**src/rtl/kbd_matrix_scanner.sv**
```systemverilog
// ---------------------------------------------------------------------------
// kbd_matrix_scanner
//
// Scans a 4x4 mechanical key matrix and debounces presses. One row at a time
// is driven low. Its columns are sampled after a settle window. A candidate
// key is debounced before it is accepted, and its release is debounced before
// scanning resumes. Accepted keys are presented as a 4-bit code
// (row*4 + col) with a valid flag that is cleared by a read strobe. A sticky
// overflow flag marks keys that arrived while an unread code was pending.
//
// Handshake: key_valid rises when a key is accepted and stays high until
// key_ack is seen. key_ack is a single-cycle strobe. While key_valid is high,
// key_ack clears key_valid and key_overflow on the next edge. While key_valid
// is low, key_ack has no effect. If key_ack coincides with an accept, the new
// code is taken, key_valid stays high and key_overflow is cleared.
//
// Ports:
//   led_clk      in   scan clock (20 kHz)
//   rst          in   synchronous active-high reset
//   col_in[3:0]  in   matrix columns, active-low, asynchronous
//   key_ack      in   read strobe, led_clk domain
//   row_out[3:0] out  row drive, exactly one bit low
//   key_code[3:0]out  last accepted key
//   key_valid    out  key_code holds an unread key
//   key_overflow out  a key was accepted while key_valid was already set
//   key_down     out  an accepted key is still held
// ---------------------------------------------------------------------------
module kbd_matrix_scanner #(
  parameter int SETTLE   = 4,
  parameter int DEBOUNCE = 200
) (
  input  logic       led_clk,
  input  logic       rst,
  input  logic [3:0] col_in,
  input  logic       key_ack,
  output logic [3:0] row_out,
  output logic [3:0] key_code,
  output logic       key_valid,
  output logic       key_overflow,
  output logic       key_down
);

  localparam int SLOT_W = (SETTLE > 1) ? $clog2(SETTLE) : 1;
  localparam int CNT_W  = $clog2(DEBOUNCE + 1);
  localparam logic [SLOT_W-1:0] SLOT_LAST = SLOT_W'(SETTLE - 1);
  localparam logic [CNT_W-1:0]  CNT_LAST  = CNT_W'(DEBOUNCE - 1);

  typedef enum logic [1:0] {
    ST_SCAN      = 2'd0,
    ST_DEB_PRESS = 2'd1,
    ST_HELD      = 2'd2
  } state_t;

  state_t            state_q, state_d;
  logic [3:0]        col_meta_q, col_meta_d;
  logic [3:0]        col_s_q, col_s_d;
  logic [1:0]        row_q, row_d;
  logic [SLOT_W-1:0] slot_q, slot_d;
  logic [CNT_W-1:0]  cnt_q, cnt_d;
  logic [1:0]        key_row_q, key_row_d;
  logic [1:0]        key_col_q, key_col_d;
  logic [3:0]        row_out_q, row_out_d;
  logic [3:0]        key_code_q, key_code_d;
  logic              key_valid_q, key_valid_d;
  logic              key_overflow_q, key_overflow_d;
  logic              key_down_q, key_down_d;

  logic       hit_any;
  logic [1:0] hit_col;
  logic       tracked_high;
  logic       accept;

  // Lowest-index low column wins: the loop runs downward so index 0 is the
  // last assignment to take effect.
  always_comb begin
    hit_any = (col_s_q != 4'hF);
    hit_col = 2'd0;
    for (int i = 3; i >= 0; i--) begin
      if (!col_s_q[i]) hit_col = 2'(i);
    end
  end

  assign tracked_high = col_s_q[key_col_q];

  always_comb begin
    state_d        = state_q;
    row_d          = row_q;
    slot_d         = slot_q;
    cnt_d          = cnt_q;
    key_row_d      = key_row_q;
    key_col_d      = key_col_q;
    key_code_d     = key_code_q;
    key_valid_d    = key_valid_q;
    key_overflow_d = key_overflow_q;
    accept         = 1'b0;
    col_meta_d     = col_in;
    col_s_d        = col_meta_q;

    case (state_q)
      ST_SCAN: begin
        if (slot_q == SLOT_LAST) begin
          slot_d = '0;
          if (!hit_any) begin
            row_d = row_q + 2'd1;
          end else begin
            // Hold the row drive so the candidate column stays observable.
            key_row_d = row_q;
            key_col_d = hit_col;
            cnt_d     = '0;
            state_d   = ST_DEB_PRESS;
          end
        end else begin
          slot_d = slot_q + SLOT_W'(1);
        end
      end
      ST_DEB_PRESS: begin
        if (tracked_high) begin
          state_d = ST_SCAN;
          row_d   = row_q + 2'd1;
          slot_d  = '0;
        end else if (cnt_q == CNT_LAST) begin
          accept  = 1'b1;
          cnt_d   = '0;
          state_d = ST_HELD;
        end else begin
          cnt_d = cnt_q + CNT_W'(1);
        end
      end
      ST_HELD: begin
        if (!tracked_high) begin
          cnt_d = '0;
        end else if (cnt_q == CNT_LAST) begin
          cnt_d   = '0;
          state_d = ST_SCAN;
          row_d   = row_q + 2'd1;
          slot_d  = '0;
        end else begin
          cnt_d = cnt_q + CNT_W'(1);
        end
      end
      default: begin
        state_d = ST_SCAN;
        row_d   = 2'd0;
        slot_d  = '0;
        cnt_d   = '0;
      end
    endcase

    if (key_ack && key_valid_q) begin
      key_valid_d    = 1'b0;
      key_overflow_d = 1'b0;
    end
    // An ack in the accept cycle frees the slot, so the new code is taken.
    if (accept) begin
      if (!key_valid_q || key_ack) begin
        key_code_d  = {key_row_q, key_col_q};
        key_valid_d = 1'b1;
      end else begin
        key_overflow_d = 1'b1;
      end
    end

    row_out_d  = ~(4'b0001 << row_d);
    key_down_d = (state_d == ST_HELD);
  end

  always_ff @(posedge led_clk) begin
    if (rst) begin
      state_q        <= ST_SCAN;
      col_meta_q     <= 4'hF;
      col_s_q        <= 4'hF;
      row_q          <= 2'd0;
      slot_q         <= '0;
      cnt_q          <= '0;
      key_row_q      <= 2'd0;
      key_col_q      <= 2'd0;
      row_out_q      <= 4'b1110;
      key_code_q     <= 4'd0;
      key_valid_q    <= 1'b0;
      key_overflow_q <= 1'b0;
      key_down_q     <= 1'b0;
    end else begin
      state_q        <= state_d;
      col_meta_q     <= col_meta_d;
      col_s_q        <= col_s_d;
      row_q          <= row_d;
      slot_q         <= slot_d;
      cnt_q          <= cnt_d;
      key_row_q      <= key_row_d;
      key_col_q      <= key_col_d;
      row_out_q      <= row_out_d;
      key_code_q     <= key_code_d;
      key_valid_q    <= key_valid_d;
      key_overflow_q <= key_overflow_d;
      key_down_q     <= key_down_d;
    end
  end

  assign row_out      = row_out_q;
  assign key_code     = key_code_q;
  assign key_valid    = key_valid_q;
  assign key_overflow = key_overflow_q;
  assign key_down     = key_down_q;

endmodule

```
**config.mk**
```make
export PLATFORM = sky130hd
export DESIGN_NAME = kbd_matrix_scanner
export DESIGN_NICKNAME = d
export VERILOG_FILES = /design/src/rtl/kbd_matrix_scanner.sv
export SDC_FILE = /design/constraint.sdc
export NUM_CORES = 1
export LEC_CHECK = 0
export BUFFER_PORTS_ARGS = -buffer_cell sky130_fd_sc_hd__buf_4
export CORE_ASPECT_RATIO = 0.8
export CORE_MARGIN = 8
export CORE_UTILIZATION = 53
export CTS_CLUSTER_DIAMETER = 150
export CTS_CLUSTER_SIZE = 14
export DETAILED_ROUTE_END_ITERATION = 10
export PLACE_DENSITY_LB_ADDON = 0.15
export REMOVE_ABC_BUFFERS = 1
export SETUP_SLACK_MARGIN = 0.05
export SLEW_MARGIN = 20
export SYNTH_ARGS = -nofsm -noshare
export SYNTH_HDL_FRONTEND = slang
export SYNTH_SLANG_ARGS = --single-unit
```
**constraint.sdc**
```tcl
create_clock -name led_clk -period 2.7 [get_ports led_clk]
set_input_delay 0.54 -clock led_clk [delete_from_list [all_inputs] [get_ports led_clk]]
set_output_delay 0.54 -clock led_clk [all_outputs]
set_load 0.03 [all_outputs]
```
==> results.sh <==
export IMPL_status="completed"
export IMPL_fp_dieW_um=79.2
export IMPL_slew_violations=0
export IMPL_final_util=0.637
export IMPL_synth_ff_type="dfxtp_1"
export IMPL_path_delay_family="simple AND/OR/NAND/NOR gates"
export IMPL_setup_tns_final_ps=0
export IMPL_cap_viol_max_count=0
export IMPL_cts_sinks=37
export IMPL_synth_area_top_cells="dfxtp_1 44%, nor2_1 4.9%, ha_1 4.4%"
export IMPL_cp_cell_sequence="ha_1 -> and4b_4 -> and3_1 -> o31a_1 -> or3b_1 -> a211o_1"
export IMPL_wirelength_um=3520
export IMPL_required_ps=2880
export IMPL_synth_top_area_cell="dfxtp_1"
export IMPL_ant_nets=0
export IMPL_critPathLaunchType="flop"
export IMPL_floorplan_initialDensity=0.552
export IMPL_wl_per_cell_um=14.3
export IMPL_rsz0062_at_grt="no"
export IMPL_crit_buf_inv=0
export IMPL_drc=0
export IMPL_p_per_area_nw_per_um2=558
export IMPL_worst_pin_slew_ps=450
export IMPL_worst_setup_path_type="reg2reg"
export IMPL_synth_area_um2=1690
export IMPL_numCtsBuffers=5
export IMPL_diodes=0
export IMPL_max_freq_mhz=464
export IMPL_leakage_nw=0.765
export IMPL_synth_cell_types=46
export IMPL_clockBufferDepth=2
export IMPL_avgSynthCellArea_um2=9.09
export IMPL_tritoncts="yes"
export IMPL_post_cts_repair_setup_buffers=0
export IMPL_dieArea_um2=5270
export IMPL_async_flop_share=0
export IMPL_critical_path_slowest_cell="or3b_1"
export IMPL_ys_seq_area_frac=0.438
export IMPL_crit_fanout=8
export IMPL_clkTransAtPathRegs_ps=70
export IMPL_grt_pass1_wl_um=6040
export IMPL_total_power_mw=1.09
export IMPL_cp_arrival_ps=2340
export IMPL_h_tree_depth=2
export IMPL_cts_hold_buffers=0
export IMPL_initialDrtViolationCount=143
export IMPL_grt_max_degree=30
export IMPL_area_growth_pct=15.4
export IMPL_rows=18
export IMPL_antenna_found_initial=0
export IMPL_grt_pass1_vias=1323
export IMPL_synth_top_area_frac=0.438
export IMPL_gp_congestion=0.863
export IMPL_cp_slowest_stage_delay_ps=400
export IMPL_portBuffers=17
export IMPL_syn_inst=186
export IMPL_setup_ws_ps=546
export IMPL_vias=1370
export IMPL_cts_resized_gates=0
export IMPL_hp_class="reg2reg"
export IMPL_die_h_um=66.5
export IMPL_maxSlewHeadroom=0.699
export IMPL_vias_per_cell=5.59
export IMPL_root_buffer="clkbuf_8"
export IMPL_setup_violations=0
export IMPL_drive_gt1_frac=0.205
export IMPL_worst_skew_pair_late_latency_ps=290
export IMPL_gr_total_overflow=0
export IMPL_ios=18
export IMPL_ys_top_cells_by_count="37 x dfxtp_1, 22 x nor2_1, 11 x a21oi_1, 10 x nand2_1, 8 x nand3_1"
export IMPL_fp_coreArea_um2=3060
export IMPL_hpwl_um=2580
export IMPL_grtUsageTotal=0.147
export IMPL_synth_edf_count=0
export IMPL_finalCriticalPeriod_ps=2150
export IMPL_synth_seq_cells=37
export IMPL_min_period_over_period=0.798
export IMPL_clock_skew_ps=1.43
export IMPL_post_place_ws_ps=578
export IMPL_ir_drop_uv=432
export IMPL_end_kind="flop"
export IMPL_synth_most_common_cell="dfxtp_1"
export IMPL_hold_viol=0
export IMPL_fin_nets=217
export IMPL_yosysWarningCount=0
export IMPL_first_pass_iters=4
## sequential cells by signal (all words and copies together) (netlist names)
name          cells
key_overflow      1
col_meta_q        4
key_down          1
slot_q            2
row_out           4
cnt_q             8
row_q             2
key_code          4
key_valid         1
key_col_q         2
key_row_q         2
col_s_q           4
state_q           2
## layout by cell type (no fill, tap or decap), types with 2 or more instances in the layout
cell,netlist,routed
mux2_2,2,2
clkbuf_8,0,7
or2_2,7,7
nor3_1,5,5
nor2_1,22,22
nand3_1,8,8
and2_1,7,7
xnor2_1,3,3
a211oi_1,2,2
dfxtp_1,37,37
o21a_1,2,2
or2_1,3,3
inv_1,6,6
o21ai_1,3,3
a31oi_1,5,5
nand3b_1,2,2
nand2b_1,3,3
mux2i_1,7,7
buf_4,0,18
nor2b_1,2,2
ha_1,6,6
nand4_1,3,3
a21oi_1,11,11
nand2_1,10,10
## worst reg2reg max path, delay by kind of cell, from the launching register on
family	cells	cell delay [ps]
AND/OR/NAND/NOR	3	790
AO/OA/AOI/OAI	2	630
flip-flops	1	350
adder cells (fa/ha/maj)	1	270
## through the flow
stage	instances	cell area [µm²]	hold WS, ps
3_5_place_dp	237	1850	394
5_1_grt	245	1950	415
4_1_cts	245	1950	411
2_1_floorplan	179	1670	383
3_3_place_gp	237	1850	392
6_report	245	1950	406
## kinds of logic after synthesis
kind of cell / after synthesis / share of synthesized area
buf+inv: 13 / 0.0288
compound gates: 36 / 0.146
simple gates: 81 / 0.260
mux: 10 / 0.0680
xor+xnor: 3 / 0.0155
flops: 37 / 0.438
fa+ha+maj: 6 / 0.0444
## layer usage
layer / part of all wire / vias to the layer above / GRT usage
met3: 0.062 / 6 / 0.0753
met4: 0.013 / 0 / 0.0553
met2: 0.43 / 22 / 0.212
met5: 0 / - / 0
li1: - / 690 / -
met1: 0.49 / 652 / 0.183
## report_power, final
part           internal (mW)  switching, mW
sequential             0.562         0.0133
clock                  0.230          0.187
combinational         0.0408         0.0543
## layout make-up
type	count	area, µm²
clock buffers	7	96.3
clock inverters	1	5.00
fillers	279	1110
inverters	6	22.5
multi-input cells	136	902
flip-flops and latches	37	741
well taps	40	50.0
repair buffers	18	135
## worst paths after layout
path | start | to | slack [ps] | cells after the start
max | cnt_q[0] | row_out[1] | 550 | 6
min | col_meta_q[2] | col_s_q[2] | 410 | 1
max reg2reg | cnt_q[0] | row_out[1] | 550 | 6
min reg2reg | col_meta_q[2] | col_s_q[2] | 410 | 1
No activity file was read; power rests on OpenSTA's default activity.
